`src/rtl/r5fp_int2fp_pipe_pkg.sv`:
```
// Shared definitions for the integer-to-float converter: rounding-mode
// encodings, exception flag bit positions and the exponent bias helper.
package r5fp_int2fp_pipe_pkg;

  typedef enum logic [2:0] {
    RND_RNE = 3'd0,
    RND_RTZ = 3'd1,
    RND_RDN = 3'd2,
    RND_RUP = 3'd3,
    RND_RMM = 3'd4
  } rnd_e;

  // Bit positions inside the 5-bit {NV,DZ,OF,UF,NX} flag vector.
  localparam int FLAG_NV = 4;
  localparam int FLAG_DZ = 3;
  localparam int FLAG_OF = 2;
  localparam int FLAG_UF = 1;
  localparam int FLAG_NX = 0;

  function automatic int unsigned exp_bias(input int unsigned exp_w);
    return (32'd1 << (exp_w - 1)) - 32'd1;
  endfunction

endpackage

```
`src/rtl/r5fp_i2f_round.sv`:
```
// Combinational rounder: takes a normalized significand with guard/sticky
// and produces the packed {sign, exp, frac} result plus IEEE flags.
module r5fp_i2f_round
  import r5fp_int2fp_pipe_pkg::*;
#(
  parameter int SIG_W = 23,
  parameter int EXP_W = 8,
  parameter int E_W   = 6
) (
  input  logic               i_sign,
  input  logic [E_W-1:0]     i_e,
  input  logic [SIG_W:0]     i_mant,
  input  logic               i_g,
  input  logic               i_s,
  input  logic [2:0]         i_rnd,
  output logic [SIG_W+EXP_W:0] o_z,
  output logic [4:0]         o_flags
);

  localparam int BW = ((EXP_W > E_W) ? EXP_W : E_W) + 2;

  logic             w_inc;
  logic             w_to_inf;
  logic [SIG_W+1:0] w_sum;
  logic             w_carry;
  logic             w_unused_hidden;
  logic [BW-1:0]    w_biased;
  logic             w_of;
  logic             w_nx;

  // NOTE: every always_comb output gets a default first so no path infers a latch.
  always_comb begin
    w_inc    = i_g && (i_s || i_mant[0]);
    w_to_inf = 1'b1;
    case (i_rnd)
      RND_RTZ: begin
        w_inc    = 1'b0;
        w_to_inf = 1'b0;
      end
      RND_RDN: begin
        w_inc    = i_sign && (i_g || i_s);
        w_to_inf = i_sign;
      end
      RND_RUP: begin
        w_inc    = !i_sign && (i_g || i_s);
        w_to_inf = !i_sign;
      end
      RND_RMM: w_inc = i_g;
      default: ;
    endcase
  end

  assign w_sum           = {1'b0, i_mant} + (SIG_W+2)'(w_inc);
  assign w_carry         = w_sum[SIG_W+1];
  assign w_unused_hidden = w_sum[SIG_W];
  assign w_biased        = BW'(i_e) + BW'(w_carry) + BW'(exp_bias(EXP_W));
  assign w_of            = (w_biased >= BW'((1 << EXP_W) - 1));
  assign w_nx            = i_g || i_s || w_of;

  // A carry leaves sum = 2^(SIG_W+1), so the fraction bits are already zero.
  always_comb begin
    o_z = {i_sign, w_biased[EXP_W-1:0], w_sum[SIG_W-1:0]};
    if (w_of) begin
      o_z = w_to_inf ? {i_sign, {EXP_W{1'b1}}, {SIG_W{1'b0}}}
                     : {i_sign, {(EXP_W-1){1'b1}}, 1'b0, {SIG_W{1'b1}}};
    end
    o_flags          = '0;
    o_flags[FLAG_OF] = w_of;
    o_flags[FLAG_NX] = w_nx;
  end

endmodule

```
`src/rtl/r5fp_int2fp_pipe.sv`:
```
// Two-stage pipelined integer-to-float converter with valid/ready on both sides.
// Define R5FP_I2F_SKID_EN to add a 1-entry input skid buffer (registered in_ready).
module r5fp_int2fp_pipe
  import r5fp_int2fp_pipe_pkg::*;
#(
  parameter int SIG_W = 23,
  parameter int EXP_W = 8,
  parameter int INT_W = 64
) (
  input  logic                   clk,
  input  logic                   reset,
  input  logic                   in_valid,
  output logic                   in_ready,
  input  logic [INT_W-1:0]       in_a,
  input  logic                   in_signed,
  input  logic                   in_half,
  input  logic [2:0]             in_rnd,
  output logic                   out_valid,
  input  logic                   out_ready,
  output logic [SIG_W+EXP_W:0]   out_z,
  output logic [4:0]             out_flags
);

  localparam int LZ_W = $clog2(INT_W + 1);
  localparam int E_W  = $clog2(INT_W);
  localparam int HALF = INT_W / 2;
  localparam int X_W  = INT_W + SIG_W + 2;

  function automatic logic [LZ_W-1:0] lzd_enc(input logic [INT_W-1:0] v);
    lzd_enc = LZ_W'(INT_W);
    for (int i = 0; i < INT_W; i++)
      if (v[i]) lzd_enc = LZ_W'(INT_W - 1 - i);
  endfunction

  logic               w_s1_adv, w_s2_adv;
  logic               r_s1_valid, r_s2_valid;
  logic               w_src_valid;
  logic [INT_W-1:0]   w_src_a;
  logic               w_src_signed, w_src_half;
  logic [2:0]         w_src_rnd;

  assign w_s2_adv = !r_s2_valid || out_ready;
  assign w_s1_adv = !r_s1_valid || w_s2_adv;

`ifdef R5FP_I2F_SKID_EN
  logic               r_skid_valid;
  logic [INT_W-1:0]   r_skid_a;
  logic               r_skid_signed, r_skid_half;
  logic [2:0]         r_skid_rnd;

  // Ready only depends on skid occupancy, so out_ready never reaches in_ready.
  assign in_ready     = !r_skid_valid;
  assign w_src_valid  = r_skid_valid || in_valid;
  assign w_src_a      = r_skid_valid ? r_skid_a      : in_a;
  assign w_src_signed = r_skid_valid ? r_skid_signed : in_signed;
  assign w_src_half   = r_skid_valid ? r_skid_half   : in_half;
  assign w_src_rnd    = r_skid_valid ? r_skid_rnd    : in_rnd;

  always_ff @(posedge clk) begin
    if (reset)                          r_skid_valid <= 1'b0;
    else if (r_skid_valid && w_s1_adv)  r_skid_valid <= 1'b0;
    else if (!r_skid_valid && in_valid && !w_s1_adv) r_skid_valid <= 1'b1;
  end

  always_ff @(posedge clk) begin
    if (!r_skid_valid && in_valid && !w_s1_adv) begin
      r_skid_a      <= in_a;
      r_skid_signed <= in_signed;
      r_skid_half   <= in_half;
      r_skid_rnd    <= in_rnd;
    end
  end
`else
  assign in_ready     = w_s1_adv;
  assign w_src_valid  = in_valid;
  assign w_src_a      = in_a;
  assign w_src_signed = in_signed;
  assign w_src_half   = in_half;
  assign w_src_rnd    = in_rnd;
`endif

  // Stage 1: operand select, absolute value, normalization.
  logic [INT_W-1:0] w_op, w_abs, w_norm;
  logic             w_sign;
  logic [LZ_W-1:0]  w_lzc;
  logic [E_W-1:0]   w_e;

  assign w_op   = w_src_half ? {{HALF{w_src_signed & w_src_a[HALF-1]}}, w_src_a[HALF-1:0]}
                             : w_src_a;
  assign w_sign = w_src_signed && w_op[INT_W-1];
  assign w_abs  = w_sign ? -w_op : w_op;
  assign w_lzc  = lzd_enc(w_abs);
  assign w_norm = w_abs << w_lzc;
  assign w_e    = E_W'(INT_W - 1) - E_W'(w_lzc);

  logic             r_s1_sign, r_s1_zero;
  logic [E_W-1:0]   r_s1_e;
  logic [INT_W-1:0] r_s1_norm;
  logic [2:0]       r_s1_rnd;

  // NOTE: datapath registers are qualified by valid and need no reset; only control and outputs are reset.
  always_ff @(posedge clk) begin
    if (w_s1_adv && w_src_valid) begin
      r_s1_sign <= w_sign;
      r_s1_zero <= (w_abs == '0);
      r_s1_e    <= w_e;
      r_s1_norm <= w_norm;
      r_s1_rnd  <= w_src_rnd;
    end
  end

  // Stage 2: split mantissa/guard/sticky and round.
  logic [X_W-1:0]          w_x;
  logic [SIG_W+EXP_W:0]    w_rz, w_z;
  logic [4:0]              w_rflags, w_flags;

  assign w_x = {r_s1_norm, (SIG_W+2)'(0)};

  r5fp_i2f_round #(.SIG_W(SIG_W), .EXP_W(EXP_W), .E_W(E_W)) u_round (
    .i_sign  (r_s1_sign),
    .i_e     (r_s1_e),
    .i_mant  (w_x[X_W-1 -: SIG_W+1]),
    .i_g     (w_x[X_W-SIG_W-2]),
    .i_s     (|w_x[X_W-SIG_W-3:0]),
    .i_rnd   (r_s1_rnd),
    .o_z     (w_rz),
    .o_flags (w_rflags)
  );

  assign w_z     = r_s1_zero ? '0 : w_rz;
  assign w_flags = r_s1_zero ? '0 : w_rflags;

  logic [SIG_W+EXP_W:0] r_out_z;
  logic [4:0]           r_out_flags;

  // NOTE: sequential state uses non-blocking assignments so all flops update from pre-edge values.
  always_ff @(posedge clk) begin
    if (reset) begin
      r_s1_valid  <= 1'b0;
      r_s2_valid  <= 1'b0;
      r_out_z     <= '0;
      r_out_flags <= '0;
    end else begin
      if (w_s1_adv) r_s1_valid <= w_src_valid;
      if (w_s2_adv) begin
        r_s2_valid <= r_s1_valid;
        if (r_s1_valid) begin
          r_out_z     <= w_z;
          r_out_flags <= w_flags;
        end
      end
    end
  end

  assign out_valid = r_s2_valid;
  assign out_z     = r_out_z;
  assign out_flags = r_out_flags;

endmodule

```
`config.mk`:
```
export PLATFORM = sky130hd
export DESIGN_NAME = r5fp_int2fp_pipe
export DESIGN_NICKNAME = d
export VERILOG_FILES = /design/src/rtl/r5fp_int2fp_pipe_pkg.sv /design/src/rtl/r5fp_i2f_round.sv /design/src/rtl/r5fp_int2fp_pipe.sv
export SDC_FILE = /design/constraint.sdc
export NUM_CORES = 1
export LEC_CHECK = 0
export BUFFER_PORTS_ARGS = -buffer_cell sky130_fd_sc_hd__clkbuf_2
export CORE_MARGIN = 3
export CORE_UTILIZATION = 55
export DETAILED_ROUTE_END_ITERATION = 10
export PLACE_DENSITY = 0.75
export SYNTH_ARGS = -nofsm -noshare
export SYNTH_HDL_FRONTEND = slang
export SYNTH_SLANG_ARGS = --single-unit
```
`constraint.sdc`:
```
create_clock -name clk -period 16.15 [get_ports clk]
set_input_delay 4.0375 -clock clk [delete_from_list [all_inputs] [get_ports clk]]
set_output_delay 4.0375 -clock clk [all_outputs]
set_load 0.02 [all_outputs]
```
# After elaboration in Yosys (flattened, before gate mapping)
# Cells that the tools add are included.
dict set report classes {
  mux 72
  reduce_logical 16
  multipliers 0
  bitwise 1
  addsub 5
  eq_ne 4
  shift 1
  n_div 0
  n_lt_le_gt_ge 1
}
# cell n
set op_table {}
lappend op_table {{two-way mux 7 bit} 64}
lappend op_table {{two-way mux 64 bit} 2}
lappend op_table {{logical NOT 64 bit} 1}
lappend op_table {{negation 64 bit} 1}
lappend op_table {{left shift 64 x 7 -> 64 bit} 1}
lappend op_table {{OR reduction 39 bit} 1}
lappend op_table {{two-way mux 32 bit} 1}
lappend op_table {{two-way mux 31 bit} 1}
lappend op_table {{adder 24 x 1 -> 25 bit} 1}
lappend op_table {{two-way mux 24 bit} 1}
lappend op_table {{adder 10 x 7 -> 10 bit (second input constant)} 1}
lappend op_table {{greater-or-equal comparator 10 x 8 -> 1 bit (second input constant)} 1}
lappend op_table {{adder 6 x 1 -> 7 bit} 1}
lappend op_table {{== test 3 x 2 -> 1 bit (second input constant)} 2}
lappend op_table {{subtractor 6 bit (first input constant)} 1}
lappend op_table {{logical AND 1 bit} 5}
lappend op_table {{logical OR 1 bit} 5}
lappend op_table {{one-hot mux 1 bit (4 select lines)} 1}
lappend op_table {{== test 3 x 1 -> 1 bit (second input constant)} 1}
lappend op_table {{== test 3 bit (second input constant)} 1}
lappend op_table {{logical NOT 1 bit} 3}
lappend op_table {{two-way mux 3 bit} 1}
lappend op_table {{one-hot mux 1 bit (3 select lines)} 1}
lappend op_table {{AND reduction 2 bit} 1}
lappend op_table {{bitwise AND 1 bit} 1}
dict set report totals {
  mem_bits_rw 0
  word_cells 109
  inputBits 73
  ff_bits 114
  memories 0
  output_inout_bits 39
  latchBits 0
  romBits 0
}

# Longest topological paths before layout
dict set report depth {
  depth_word 69
  depth_mapped 25
}

# By module
# From an unflattened synthesis, not the netlist that was laid out.
dict set report hier_totals {
  hier_cells 1734
  area_unflattened_um2 13621.8
}
# mod area_per_inst_um2 cells_per_inst n_inst
set by_module_without_submodules {}
lappend by_module_without_submodules {r5fp_int2fp_pipe 12942.4 1644 1}
lappend by_module_without_submodules {r5fp_i2f_round 679.4 90 1}

# Worst setup path after synthesis
# No wires, ideal clock.
dict set report synth_path {
  path_kind {input-to-reg}
  start {in in_a[0]}
  end {reg r_s1_norm[58], data pin}
  required_time_ns 15.873
  slack_ns 7.166
  arrival_ns 8.707
  setup_ns 0.277
  path_stages 22
  path_cell_list {clkbuf_1 inv_1 ha_1 nor4b_2 nand3_1 or4_4 buf_6 a311o_1 a32oi_1 a211o_1 a41oi_1 o311a_1 buf_6 or2_1 buf_6 buf_6 a21o_1 mux2_2 mux2_2 mux2_2 a211oi_1 a311oi_1}
}
dict set report synth_between {
  elab_chain_cells 68
}
# element line
set synth_rtl {}
lappend synth_rtl {{from (decl)} r5fp_int2fp_pipe.sv:14} ;# input logic [INT_W-1:0] in_a,
lappend synth_rtl {{two-way mux 64 bit (*)} r5fp_int2fp_pipe.sv:88} ;# assign w_op = w_src_half ? {{HALF{w_src_signed & w_src_a[HALF-1]}}, w_src_a[HALF-1:0]}
lappend synth_rtl {{negation 64 bit} r5fp_int2fp_pipe.sv:91} ;# assign w_abs = w_sign ? -w_op : w_op;
lappend synth_rtl {{two-way mux 64 bit (*)} r5fp_int2fp_pipe.sv:91}
lappend synth_rtl {{two-way mux 7 bit (64 in series)} r5fp_int2fp_pipe.sv:32} ;# if (v[i]) lzd_enc = LZ_W'(INT_W - 1 - i);
lappend synth_rtl {{left shift 64 x 7 -> 64 bit (*)} r5fp_int2fp_pipe.sv:93} ;# assign w_norm = w_abs << w_lzc;
lappend synth_rtl {{to (signal assigned)} r5fp_int2fp_pipe.sv:107} ;# r_s1_norm <= w_norm;
lappend synth_rtl {{to (decl)} r5fp_int2fp_pipe.sv:98} ;# logic [INT_W-1:0] r_s1_norm;
# Mark *: on every way between the ends. The rest lies on a longest branch, timed or not.
# A chain may end at the register's enable or synchronous reset.

# Worst setup path in the final report
dict set report layout_path {
  start {in in_half}
  end {reg r_s1_norm[52], data pin}
}
dict set report layout_between {
  elab_chain_cells 68
  elab_cells_between_ends 69
  cone_classes {1 x add/sub; 1 x shift; 66 x mux; 1 x reduce/logical}
}
# element line
set layout_rtl {}
lappend layout_rtl {{from (decl)} r5fp_int2fp_pipe.sv:16} ;# input logic in_half,
lappend layout_rtl {{two-way mux 64 bit (*)} r5fp_int2fp_pipe.sv:88}
lappend layout_rtl {{logical AND 1 bit} r5fp_int2fp_pipe.sv:90} ;# assign w_sign = w_src_signed && w_op[INT_W-1];
lappend layout_rtl {{two-way mux 64 bit (*)} r5fp_int2fp_pipe.sv:91}
lappend layout_rtl {{two-way mux 7 bit (64 in series)} r5fp_int2fp_pipe.sv:32}
lappend layout_rtl {{left shift 64 x 7 -> 64 bit (*)} r5fp_int2fp_pipe.sv:93}
# Marks and branches as above.

==> reports/qor.txt <==
OUTCOME
---------------------------------------------------------------------------------------
Status ...................................................................    completed

MIN PATH
---------------------------------------------------------------------------------------
Hold crit path type ...................................................... register to register
Worst hold path stage count ..............................................            2

CLOCK TREE
---------------------------------------------------------------------------------------
Library cell used as clock root buffer ...................................    clkbuf_16
TritonCTS buffer count ...................................................            9
Clock Path Buffers .......................................................            2
Post-CTS Repair Setup Buffers ............................................            0
Number of cells upsized or downsized after cts ...........................            0
CTS tree .................................................................        built
CTS H-tree lvls ..........................................................            3
# clock sinks ............................................................          111
Cts-stage hold buffer count ..............................................            0
Clock slew seen by the registers of the worst setup and hold paths .......      0.08 ns
Worst-skew pair later-pin latency ........................................      0.36 ns

CRITICAL PATH
---------------------------------------------------------------------------------------
WP data arrival ..........................................................     11.80 ns
Required time of the critical path .......................................     16.26 ns
Crit-path max FO .........................................................           41
Type of element launching the critical path ..............................   input port
Critical path start-end classification ................................... input port to register
Path depth of the worst reg2reg path .....................................           23
Kind of capture point of the worst setup path ............................     register

ROUTE
---------------------------------------------------------------------------------------
Vias per cell ............................................................         6.95
WL/cell ..................................................................      23.4 µm
Routed wire length .......................................................     44300 µm
Via count ................................................................        13200
Number of violations reported at the end of detailed-routing iteration 0 .         1263
1st-pass router iterations ...............................................            6
Number of antenna-violating nets in the routed design ....................            0
Total DRC errors in the routed layout ....................................            0

GRT
---------------------------------------------------------------------------------------
Gr ovfl total ............................................................            0
Number of global-route vias before repair ................................        12000
Initial antenna violation count ..........................................            1
Global-route wire length before repair ...................................     68500 µm
Global routing usage summed across all routing layers ....................        34.5%
Pin count of the biggest net entering global routing .....................           76

CELLS AND AREA
---------------------------------------------------------------------------------------
Share of layout cells above drive strength 1 .............................        15.5%
Area taken by multi-input logic gates ....................................  0.00903 mm²
Number of nets in the finished design ....................................         1692
Area growth syn-to-layout ................................................        5.94%
Storage cell area ........................................................  0.00297 mm²
Fillcell total ...........................................................         2067
Layout Utilization .......................................................        60.5%
Count of inserted antenna diode cells ....................................            0

SYNTHESIS
---------------------------------------------------------------------------------------
Average cell area after synthesis ........................................     7.91 µm²
Yosys cell types .........................................................          101
Most frequently used cell type in the post-synthesis netlist .............       nor2_1
Post-synthesis async set-or-reset flop share .............................           0%
Area fraction of the dominant cell type after synthesis ..................        17.7%
Portion of the post-synthesis area used by sequential elements ...........        23.4%
Post-synth EDFFs .........................................................           75
Flip-flop and latch count after synthesis ................................          111
Number of instances in the synthesized netlist ...........................         1605
Cell Area, Synth .........................................................   0.0127 mm²
Post-synthesis cell type with the largest combined area ..................     edfxtp_1
Synthesis Warnings .......................................................            0
Synth top area cells ..................................................... edfxtp_1, mux2i_1, dfxtp_1
Primary flip-flop cell chosen by synthesis mapping .......................     edfxtp_1
Most frequent cells after synthesis ...................................... nor2_1, mux2i_1, nand2_1

DIE
---------------------------------------------------------------------------------------
Area enclosed by the die boundary ........................................   0.0249 mm²
Placeable core area ......................................................   0.0222 mm²
Num rows .................................................................           54
Top Ports ................................................................          112
Die Width ................................................................       158 µm
Overall die height .......................................................       158 µm
Initial core utilization .................................................        57.1%

STA
---------------------------------------------------------------------------------------
Setup-violating endpoint count in the final report .......................            0
Unrepaired setup endpoints after global routing ..........................           no
Share of the cycle needed by the critical path after routing .............        72.4%
Slew at the pin with the worst max-slew slack ............................      1.24 ns
Final Critical Period ....................................................     11.69 ns
Final hold violation count ...............................................            0
Highest achievable clock rate ............................................     85.5 MHz
Sum Neg Setup Slack ......................................................         0 ns
Slew Limit Fails .........................................................            0
Final worst clock skew ...................................................    0.0133 ns
Relative slew margins ....................................................        16.6%

FLOW RUN
---------------------------------------------------------------------------------------
Max-cap violation count ..................................................            0

PLACE
---------------------------------------------------------------------------------------
Post-detailed-placement half-perimeter wirelength ........................     33400 µm
Total of buffers placed on input and output ports ........................          108
Global placer's final weighted congestion ................................         1.00

POWER AND IR DROP
---------------------------------------------------------------------------------------
Static power due to leakage ..............................................      5.11 nW
Max rail drop VDD ........................................................  0.0000646 V
Power per Cell Area ......................................................  94.4 mW/mm²

-- metrics by stage --
stage / power (mW) / area, µm² / std cells / hold WS, ns / setup WS, ns
final: 1.27 / 13500 / 1898 / 0.494 / 4.46
after global placement: 1.01 / 13100 / 1882 / 0.465 / 4.52
after global routing: 1.33 / 13500 / 1898 / 0.531 / 3.90
after detailed placement: 1.02 / 13100 / 1882 / 0.481 / 4.41
after CTS: 1.25 / 13500 / 1898 / 0.498 / 4.74
after floorplan: 0.831 / 12700 / 1607 / 0.487 / 7.17
-- critical path, stage by stage --
cell,delay [ns]
clkbuf_2,0.62
a21boi_2,0.53
o22ai_2,0.27
nor4_1,1.11
a31oi_1,0.22
mux2_2,0.38
or2_2,0.30
nor2b_1,0.23
nor3b_1,0.55
nand2_1,0.53
a21oi_1,0.84
clkinv_1,1.12
nand2_1,0.61
nor3_1,0.09
a311o_1,0.35
-- layout make-up --
| class | instances | area share [%] |
|---|---|---|
| inverter | 28 | 0.781 |
| tap | 280 | 2.60 |
| clock buffer | 9 | 1.67 |
| clock inverter | 7 | 0.660 |
| multi-input combinational | 1337 | 67.2 |
| sequential | 111 | 22.1 |
| timing repair buffer | 126 | 5.02 |
-- cells in the final DEF, fill, tap and decap left out, types with 36 or more instances in the layout --
cell type / n
a22oi_1: 45
clkbuf_2: 108
mux2i_1: 122
nor3_1: 66
o21ai_0: 89
nand3_1: 37
dfxtp_1: 36
a21oi_1: 93
edfxtp_1: 75
nand2_1: 114
nor2_1: 176
xor2_1: 38
xnor2_1: 50
mux2_2: 53
-- report_power, final --
part | internal, mW | leakage (nW) | switching (mW)
Combinational | 0.227 | 3.94 | 0.416
Clock | 0.124 | 0.152 | 0.112
Sequential | 0.363 | 1.02 | 0.0264
-- layer usage --
| metal | track usage (%) | vias to the layer above | wire length, µm |
|---|---|---|---|
| li1 | - | 6159 | - |
| met1 | 49.3 | 6232 | 19300 |
| met2 | 54.9 | 715 | 20000 |
| met3 | 2.84 | 86 | 3560 |
| met4 | 12.3 | 2 | 1500 |
| met5 | 0 | - | 13 |
-- cell families (layout without fill, tap and decap cells) --
group / count (synthesis) / after routing / synth area share (%)
AND/OR/NAND/NOR: 569 / 569 / 22.6
AO/OA/AOI/OAI: 492 / 492 / 26.8
multiplexers: 178 / 178 / 14.6
buffers and inverters: 159 / 170 / 5.74
flip-flops: 111 / 111 / 23.4
XOR/XNOR: 89 / 89 / 6.20
adder cells (fa/ha/maj): 6 / 6 / 0.591
other: 1 / 3 / 0.0295
-- state kept, by name, summed over array words and instances (netlist names) --
signal	flops
out_flags	2
r_s1_e	6
r_s1_zero	1
out_valid	1
r_s1_sign	1
r_s1_valid	1
r_s1_rnd	3
out_z	32
r_s1_norm	64
-- worst paths after layout --
| path | start | end | slack, ns |
|---|---|---|---|
| min | out_z[31] | out_z[31] | 0.49 |
| max | in_half | r_s1_norm[52] | 4.46 |
| min reg2reg | out_z[31] | out_z[31] | 0.49 |
| max reg2reg | r_s1_norm[2] | out_z[28] | 11.17 |
No activity file was read; power rests on OpenSTA's default activity.
